--- src/rtl/alu_cnt_dec_unit.sv ---
// Datapath utility block: combinational 4-bit ALU with flags, enabled wrapping
// down-counter, and a 3-to-8 one-hot decoder with enable, on one clock domain.
module alu_cnt_dec_unit #(
  parameter int ALU_W = 4,
  parameter int CNT_W = 3
) (
  input  logic             clk,
  input  logic             rst,
  input  logic [2:0]       alu_fnselec,
  input  logic [ALU_W-1:0] alu_a,
  input  logic [ALU_W-1:0] alu_b,
  output logic [ALU_W-1:0] alu_res,
  output logic             alu_zero,
  output logic             alu_overflow,
  output logic             alu_carry,
  input  logic             counter_en,
  output logic [CNT_W-1:0] dec_counter_out,
  input  logic [2:0]       x,
  input  logic             en,
  output logic [7:0]       y_dec
);

  typedef enum logic [2:0] {
    OP_ADD = 3'b000,
    OP_SUB = 3'b001,
    OP_NOT = 3'b010,
    OP_AND = 3'b011,
    OP_OR  = 3'b100,
    OP_XOR = 3'b101,
    OP_SLT = 3'b110,
    OP_EQ  = 3'b111
  } alu_op_e;

  localparam int MSB = ALU_W - 1;

  alu_op_e          op;
  logic [ALU_W:0]   sum;
  logic [ALU_W:0]   diff;
  logic             add_ovf;
  logic             sub_ovf;

  assign op = alu_op_e'(alu_fnselec);

  // Both adder paths are always computed; slt reuses the subtractor.
  assign sum     = {1'b0, alu_a} + {1'b0, alu_b};
  assign diff    = {1'b0, alu_a} + {1'b0, ~alu_b} + {{ALU_W{1'b0}}, 1'b1};
  assign add_ovf = (alu_a[MSB] == alu_b[MSB]) && (sum[MSB]  != alu_a[MSB]);
  assign sub_ovf = (alu_a[MSB] != alu_b[MSB]) && (diff[MSB] != alu_a[MSB]);

  always_comb begin
    // NOTE: every output gets a default before the case so no path can leave
    // it unassigned; that is what keeps this block free of inferred latches.
    alu_res      = '0;
    alu_carry    = 1'b0;
    alu_overflow = 1'b0;
    case (op)
      OP_ADD: begin
        alu_res      = sum[MSB:0];
        alu_carry    = sum[ALU_W];
        alu_overflow = add_ovf;
      end
      OP_SUB: begin
        alu_res      = diff[MSB:0];
        alu_carry    = diff[ALU_W];
        alu_overflow = sub_ovf;
      end
      OP_NOT:  alu_res = ~alu_a;
      OP_AND:  alu_res = alu_a & alu_b;
      OP_OR:   alu_res = alu_a | alu_b;
      OP_XOR:  alu_res = alu_a ^ alu_b;
      OP_SLT:  alu_res = {{(ALU_W-1){1'b0}}, diff[MSB] ^ sub_ovf};
      OP_EQ:   alu_res = {{(ALU_W-1){1'b0}}, alu_a == alu_b};
      default: alu_res = '0;
    endcase
  end

  assign alu_zero = (alu_res == '0);

  // NOTE: sequential state uses non-blocking assignments so every flop samples
  // pre-edge values regardless of statement order.
  always_ff @(posedge clk or posedge rst) begin
    if (rst)
      dec_counter_out <= '1;
    else if (counter_en)
      dec_counter_out <= dec_counter_out - CNT_W'(1);
  end

  assign y_dec = en ? (8'b1 << x) : 8'h00;

endmodule

--- config.mk ---
export PLATFORM = sky130hd
export DESIGN_NAME = alu_cnt_dec_unit
export DESIGN_NICKNAME = d
export VERILOG_FILES = /design/src/rtl/alu_cnt_dec_unit.sv
export SDC_FILE = /design/constraint.sdc
export NUM_CORES = 1
export LEC_CHECK = 0
export ABC_CLOCK_PERIOD_IN_PS = 2100
export CORE_MARGIN = 2
export CORE_UTILIZATION = 30
export DETAILED_ROUTE_END_ITERATION = 10
export PLACE_DENSITY_LB_ADDON = 0.2
export SYNTH_ARGS = -nofsm -noshare
export SYNTH_HDL_FRONTEND = slang
export SYNTH_SLANG_ARGS = --single-unit
--- constraint.sdc ---
create_clock -name clk -period 2.1 [get_ports clk]
set_clock_uncertainty 0.15 [all_clocks]
set_input_delay 0.21 -clock clk [delete_from_list [all_inputs] [get_ports clk]]
set_output_delay 0.21 -clock clk [all_outputs]
set_load 0.02 [all_outputs]
* Yosys cells after proc, flatten, opt, wreduce, memory -nomap -nowiden
Index checks and enable logic that the tools add are counted.
** Storage, ports and cells
- Register bits :: 3
- Bits of input ports :: 18
- Output and inout bits :: 18
- Logic and storage cells :: 32
** Cells by class
- $add $sub $neg :: 4
- Eq/ne operators :: 12
- Shift operators :: 1
- Multiplexer cells :: 4
- Bitwise logic cells :: 6
- Reduce and logical (&&, ||, !) cells :: 4
** Operators by type and width (number)
- $pmux W4 S8 :: 1
- $eq A3 B3 Y1 const B :: 4
- $add A4 B4 Y5 :: 2
- $mux W8 :: 1
- $not A4 Y4 :: 2
- $shl A1 B3 Y8 const A :: 1
- $eq A3 B2 Y1 const B :: 2
- $add A5 B1 Y5 const B :: 1
- $and A4 B4 Y4 :: 1
- $eq A4 B4 Y1 :: 1
- $logic_not A4 Y1 :: 1
- $or A4 B4 Y4 :: 1
- $pmux W1 S2 :: 2
- $xor A4 B4 Y4 :: 1
- $eq A3 B1 Y1 const B :: 1
- $logic_not A3 Y1 :: 1
- $ne A1 B1 Y1 :: 3
- $sub A3 B1 Y3 const B :: 1
- $logic_and A1 B1 Y1 :: 2
- $eq A1 B1 Y1 :: 1
- $xor A1 B1 Y1 :: 1

* Longest topological paths before layout
Gate-level depths: netlist of run 1.
- Depth after elaboration :: 8
- Depth in mapped cells :: 10
- Gate-level depth less buffers :: 10

* Worst setup path before layout of run 1
No wires, ideal clock.
- Kind :: input port to output port
- Start :: in alu_b[1]
- End :: out alu_zero
- Arrival time :: 2332 ps
- Required time :: 1740 ps
- Path slack :: -592 ps
- Stages :: 9
- Buffers on the path :: 0
- Cells stage by stage :: inv_1 ha_1 o21bai_1 a21oi_1 fa_1 nor3_1 a31oi_1 a32oi_1 nor4_2
** On the way
- Elaborated cells on any way between the ends :: 13
- Those cells by class :: add/sub (3); eq/ne (2); mux (1); bitwise (5); reduce/logical (2)
** RTL lines
- start, declared :: line 11 : input logic [ALU_W-1:0] alu_b,
- $not A4 Y4 :: line 46 : assign diff = {1'b0, alu_a} + {1'b0, ~alu_b} + {{ALU_W{1'b0}}, 1'b1};
- $add A4 B4 Y5 :: line 46
- $add A5 B1 Y5 :: line 46
- $pmux W4 S8 (*) :: line 56 : case (op)
- via alu_res[3] :: line 12 : output logic [ALU_W-1:0] alu_res,
- $logic_not A4 Y1 (*) :: line 77 : assign alu_zero = (alu_res == '0);
- end, declared :: line 13 : output logic alu_zero,
Mark *: on every way through the listed nets, which the timed path passes. The rest lies on a longest branch.

* Worst setup path in the final report of run 1
- Start :: in alu_a[1]
- End :: out alu_res[3]
** On the way
- Longest elaborated chain between the ends :: 3
- Elaborated cells on any way between the ends :: 4
- Those cells by class :: add/sub (3); mux (1)
** Ends and longest elaborated chain
- start, declared :: line 10 : input logic [ALU_W-1:0] alu_a,
- $add A4 B4 Y5 :: line 46
- $add A5 B1 Y5 :: line 46
- $pmux W4 S8 (*) :: line 56
- end, declared :: line 12
Every way passes the cells marked *; elsewhere a longest branch is shown, timed or not.

==> out/summary.txt, run 1 <==
Post-layout util: 0.6169
P_leak: 0.0007278 uW
Layout net count: 213
Htree depth: 1
Pin count of the biggest net entering global routing: 14
Hold Fails Final Rpt: 0
Chip height: 57.65 um
Full die area: 3323 sq um
DR vias: 991
Gate power share: 0.706
Buffers on Ports: 35
Setup TNS: -1.352 ns
Setup CP Type: input pin to output pin
Post-DP Area: 1454 sq um
Status: complete, but fails checks
Post-synth top area cell: ha_1
Grt ovf: 0
Max cap viols: 0
Clock Tree Root: clkbuf_4
Clock slew at reported path FFs: 0.04 ns
Yosys top cell area share: 0.1884
Skew-Pair Late Insertion Delay: 0.23 ns
Layout cells sized above 1: 0.5112
Total CTS buffers: 3
Initial core utilization: 0.3158
DR iter-0 viols: 15
VDD IR max: 0.6718 mV
HPWL reported at the end of detailed placement: 2062 um
Post-synth top cells: inv_1, ha_1, nor2_1, nand2_1
RSZ-0062 raised after global routing: yes
Hold WC Path Type: input pin to async pin
Setup ws final: -0.4064 ns
Placed Cells: 196
Count leader, synth: inv_1
Cells after Synth: 110
Failing checks: negative setup slack
Critical Path Start Type: input pin
Routed Antenna Nets: 0
Top flop regs: dec_counter_out (3)
Syn-to-layout area delta: 95.36%
Maximum achievable frequency: 399.0 MHz
CTS sink count: 3
DRT Pass-1 Iters: 4
Net Switching: 313.3 uW
Post-synthesis async set-or-reset flop share: 1.000
Synth area leaders: ha_1, dfstp_2, fa_1, inv_1, nor2_1
Flop pwr share: 0.167
FF-to-FF setup slack: 0.86 ns
CP Max Fanout: 2
Post-synthesis sequential area ratio: 0.09130
Minimum clock period: 2.506 ns
Post-route insts no fill: 209
Setup Viol. Count Final: 7
PwrDens: 465.7 nW/um^2
Routed length per instance: 12.53 um
First-pass GRT wire length: 4298 um
Mapped Area: 863.3 sq um
Critical Path RT: 1.74 ns
Hold_ws: 0.1749 ns
DRC: 0
IO Pins: 36
P_int: 472.2 uW
Clock group share of total power: 0.128
Avg Cell Area, Syn: 7.848 sq um
Synth cell types: 38
CTS tree: done
Initial antenna violation count: 0
Crit. End Element: output pin
Synth warnings: 0
Worst-margin pin slew: 0.2706 ns
Number of antenna diodes: 0
Total wire length: 2618 um
EDFF count, synth: 0
Core box area: 2734 sq um
Rel. slew slack: 0.8186
Fin crit share: 1.194
Final Wtd Congestion: 0.7934
Slew Limit Fails: 0
Post-synth top flop: dfstp_2
Capture point of the worst reg-to-reg path: dec_counter_out[1]
DR vias/cell: 4.742
Vias in the first global route: 1007
R2R cell count: 3
Crit path DAT: 2.15 ns
Final Cell Area: 1687 sq um
Rows: 19
GRT Total Usage: 0.1591
Switching Share: 0.3988
Max reg flops: 3
Synth Net Count: 144
Largest reg by FF count: dec_counter_out
Die width: 57.65 um
Number of synthesized register bits: 3
CTS max path bufs: 2
Origin of the critical flop-to-flop path: dec_counter_out[0]
==> per-stage QoR <==
stage | power [uW] | setup WS [ns]
2_1_floorplan | 395.1 | -0.3751
4_1_cts | 769.1 | -0.5269
3_3_place_gp | 600.8 | -1.342
3_5_place_dp | 617.4 | -1.431
6_report | 785.5 | -0.4064
5_1_grt | 842.0 | -0.5024
==> cells in the final DEF (no fill, tap or decap), drive strengths merged, types with 2 or more instances in the layout <==
cell,netlist,final
nand2,7,7
nor3,5,5
dfstp,3,3
ha,13,13
clkbuf,1,4
nor2,13,13
a21oi,6,6
nor4,2,2
nand2b,5,5
xnor2,4,4
mux2i,2,2
o21ai,4,4
o21bai,3,3
inv,15,14
a211oi,3,3
nor2b,3,3
xor2,2,2
nand3,3,3
a221oi,2,2
fa,3,3
clkdlybuf4s15,0,3
clkdlybuf4s50,0,20
buf,4,45
==> power by group through the flow <==
| stage | clock [uW] | combinational [uW] | sequential, uW |
|---|---|---|---|
| after floorplan | 0 | 224 | 171 |
| after global placement | 0 | 471 | 130 |
| after detailed placement | 0 | 486 | 132 |
| after CTS | 106 | 532 | 132 |
| after global routing | 105 | 601 | 135 |
| final | 100 | 554 | 131 |
==> worst max-delay path by stage <==
stage               cells past startpoint  slack (ns)      endpoint     start
floorplan                               9       -0.38  alu_overflow  alu_b[1]
global placement                       11       -1.34      alu_zero  alu_b[1]
detailed placement                     11       -1.43      alu_zero  alu_b[1]
CTS                                    11       -0.53      alu_zero  alu_b[1]
global route                           12       -0.50  alu_overflow  alu_b[2]
finish                                 11       -0.41    alu_res[3]  alu_a[1]
==> worst max-delay path, stage by stage <==
cell and delay (ns):
buf_4 0.12, buf_6 0.11, ha_2 0.16, o21bai_4 0.16
a21oi_2 0.13, fa_1 0.44, nor3_1 0.15, a31oi_1 0.08
a32oi_2 0.31, buf_4 0.17, buf_6 0.10
==> logic make-up after synthesis <==
group / synth area share
AO/OA/AOI/OAI: 0.2420
adder cells (fa/ha/maj): 0.2580
flip-flops: 0.09131
XOR/XNOR: 0.06087
AND/OR/NAND/NOR: 0.2217
multiplexers: 0.02319
buffers and inverters: 0.1029
==> what timing repair did <==
action	4_1_cts	5_1_grt
pin swaps	14	9
setup buffers	8	1
setup endpoints to repair	7	7
resized for setup	84	16
hold buffers	0	0
==> cell type report <==
| type | count | area [sq um] |
|---|---|---|
| Fill cell | 232 | 1047 |
| Multi-Input combinational cell | 87 | 855.8 |
| Timing Repair Buffer | 69 | 624.3 |
| Sequential cell | 3 | 78.83 |
| Inverter | 15 | 62.56 |
| Tap cell | 31 | 38.79 |
| Clock buffer | 4 | 26.28 |
==> metal layers <==
| layer | vias up | wire [um] | global-route usage |
|---|---|---|---|
| met4 | 0 | 24 | 0.04319 |
| met5 | - | 0 | 0 |
| met3 | 2 | 92 | 0.002232 |
| met2 | 22 | 1367 | 0.2922 |
| met1 | 458 | 1134 | 0.2053 |
| li1 | 509 | - | - |
Power figures use the tool's default switching activity.
==> inputs of run 2 (changes only) <==
--- a/config.mk
+++ b/config.mk
@@ -5,10 +5,11 @@
 export SDC_FILE = /design/constraint.sdc
 export NUM_CORES = 1
 export LEC_CHECK = 0
-export ABC_CLOCK_PERIOD_IN_PS = 2100
+export ABC_CLOCK_PERIOD_IN_PS = 2400
 export CORE_MARGIN = 2
 export CORE_UTILIZATION = 30
 export DETAILED_ROUTE_END_ITERATION = 10
+export MAX_ROUTING_LAYER = met4
 export PLACE_DENSITY_LB_ADDON = 0.2
 export SYNTH_ARGS = -nofsm -noshare
 export SYNTH_HDL_FRONTEND = slang
==> constraint.sdc (replaced) <==
create_clock -name clk -period 2.4 [get_ports clk]
set_clock_uncertainty 0.15 [all_clocks]
set_input_delay 0.24 -clock clk [delete_from_list [all_inputs] [get_ports clk]]
set_output_delay 0.24 -clock clk [all_outputs]
set_load 0.02 [all_outputs]
==> out/summary.txt, run 2 (synthesized netlist as in run 1, its figures left out) <==
Layout cells sized above 1: 0.5028 (-0.008411)
Max reg flops: 3 (unchanged)
Clock Tree Root: clkbuf_4
CTS tree: done
Critical Path RT: 2.01 ns (+0.27 ns)
Sequential cell area: 78.83 sq um (unchanged)
R2R cell count: 3 (unchanged)
Full die area: 3323 sq um (unchanged)
Rows: 19 (unchanged)
CP Max Fanout: 3 (+1)
Routed wl met3: 137 um (+49%)
DR iter-0 viols: 25 (+10)
Syn-to-layout area delta: 90.72%
Total CTS buffers: 3 (unchanged)
Post-DP Area: 1426 sq um (-1.9%)
Critical Path Start Type: input pin
Top flop regs: dec_counter_out (3)
Failing checks: negative setup slack
First-pass GRT wire length: 4478 um (+4.2%)
Design Power: 681.4 uW (-13%)
Origin of the critical flop-to-flop path: dec_counter_out[0]
Buffers on Ports: 35 (unchanged)
Most common cell after layout, fill and taps aside: buf_4
Most frequent cells in the layout: buf_4, clkdlybuf4s50_1, nor2_1
Post-route insts no fill: 208 (-0.48%)
Clock slew at reported path FFs: 0.04 ns (about the same)
IO Pins: 36 (unchanged)
Crit path DAT: 2.15 ns (about the same)
Filler Cells Inserted: 247 (+6.5%)
Final Wtd Congestion: 0.8702 (+9.7%)
Hold Fails Final Rpt: 0 (unchanged)
Footprint of the multi-input gates: 860.8 sq um (+0.58%)
FF-to-FF setup slack: 1.17 ns (+0.31 ns)
Post-layout util: 0.6023 (-0.01465)
Status: complete, but fails checks
Met2 WL post-DR: 1546 um (+13%)
HPWL reported at the end of detailed placement: 2091 um (+1.4%)
GRT Total Usage: 0.1777 (+0.01854)
Max cap viols: 0 (unchanged)
CTS sink count: 3 (unchanged)
Maximum achievable frequency: 393.1 MHz
Die width: 57.65 um (unchanged)
Minimum clock period: 2.544 ns
DR vias/cell: 4.938 (+4.1%)
Vias in the first global route: 1084 (+7.6%)
Chip height: 57.65 um (unchanged)
Final Cell Area: 1647 sq um (-2.4%)
DRT met1 WL: 1059 um (-6.6%)
Setup CP Type: input pin to output pin
Skew-Pair Late Insertion Delay: 0.24 ns (about the same)
Routed Antenna Nets: 0 (unchanged)
Fin crit share: 1.060
Number of antenna diodes: 0 (unchanged)
VDD IR max: 0.4383 mV (-35%)
DRC: 0 (unchanged)
Worst-margin pin slew: 0.2976 ns (+0.02703 ns)
Htree depth: 1 (unchanged)
CTS max path bufs: 2 (unchanged)
Slew Limit Fails: 0 (unchanged)
Rel. slew slack: 0.7995 (-0.01914)
Initial antenna violation count: 0 (unchanged)
Hold WC Path Type: input pin to async pin
Largest reg by FF count: dec_counter_out
Routed length per instance: 13.52 um (+8.0%)
Setup Viol. Count Final: 3 (-4)
Max Used Layer: met4
Layout net count: 212 (-0.47%)
Capture point of the worst reg-to-reg path: dec_counter_out[1]
P_leak: 0.0007119 uW (-2.2%)
Placed Cells: 194 (-1.0%)
Total wire length: 2813 um (+7.4%)
DR vias: 1027 (+3.6%)
PwrDens: 413.8 nW/um^2 (-11%)
DRT Pass-1 Iters: 4 (unchanged)
Setup ws final: -0.1438 ns (+0.2626 ns)
Crit. End Element: output pin
Core box area: 2734 sq um (unchanged)
Initial core utilization: 0.3158 (unchanged)
Hold-fix buffers, CTS: 0 (unchanged)
RSZ-0062 raised after global routing: yes
Grt ovf: 0 (unchanged)
Pin count of the biggest net entering global routing: 15 (+1)
[run 2: changes by cell type in the layout (fill, tap and decap cells not counted), moves of 2 or more]
cell	before	now
buf_4	36	34
buf_2	0	5
clkdlybuf4s15_1	2	0
buf_6	7	4
[run 2: power by group]
group          total, uW  switching, uW  internal [uW]
logic                474            232            242
clock network       90.7           28.3           62.5
registers            117           19.8           97.4
[run 2: final cells by class]
class	instances	share of cell area
Clock buffer	4	0.01596
Inverter	15	0.03647
Multi-Input combinational cell	87	0.5228
Sequential cell	3	0.04787
Tap cell	31	0.02356
Timing Repair Buffer	68	0.3533
[run 2: layer usage]
metal | up-vias | GRT usage
met5 | - | -
met1 | 478 | 0.2006
li1 | 508 | -
met3 | 8 | 0.01563
met2 | 33 | 0.3198
met4 | 0 | 0.07309
[run 2: critical path: stages]
cell and delay, ns:
clkdlybuf4s15_2 0.22, ha_4 0.18, inv_1 0.07, fa_1 0.42, nor2_2 0.13, a221oi_2 0.07, a221oi_2 0.20, a21oi_2 0.06
buf_4 0.14, nor4_4 0.25, buf_4 0.18
[run 2: how the worst max path moves through the flow]
stage,from,cells past startpoint,end
2_1_floorplan,alu_b[1],9,alu_overflow
5_1_grt,alu_b[1],11,alu_res[3]
4_1_cts,alu_b[1],11,alu_zero
3_5_place_dp,alu_b[1],11,alu_zero
6_report,alu_b[0],11,alu_zero
3_3_place_gp,alu_b[1],11,alu_zero
[run 2: repair_timing]
action                     4_1_cts  5_1_grt
setup endpoints to repair        7        7
resized for setup               76       14
pin swaps                       13       11
hold endpoints to repair         0        0
setup buffers                    8        2
[run 2: stage by stage]
step	hold WS (ns)	setup TNS, ns	setup slack [ns]
final	0.2301	-0.3331	-0.1438
after global routing	0.2565	-0.7750	-0.2850
after CTS	0.2394	-0.5652	-0.2786
after detailed placement	0.3579	-6.783	-1.192
after global placement	0.3273	-6.413	-1.083
after floorplan	0.02329	-0.2698	-0.1351
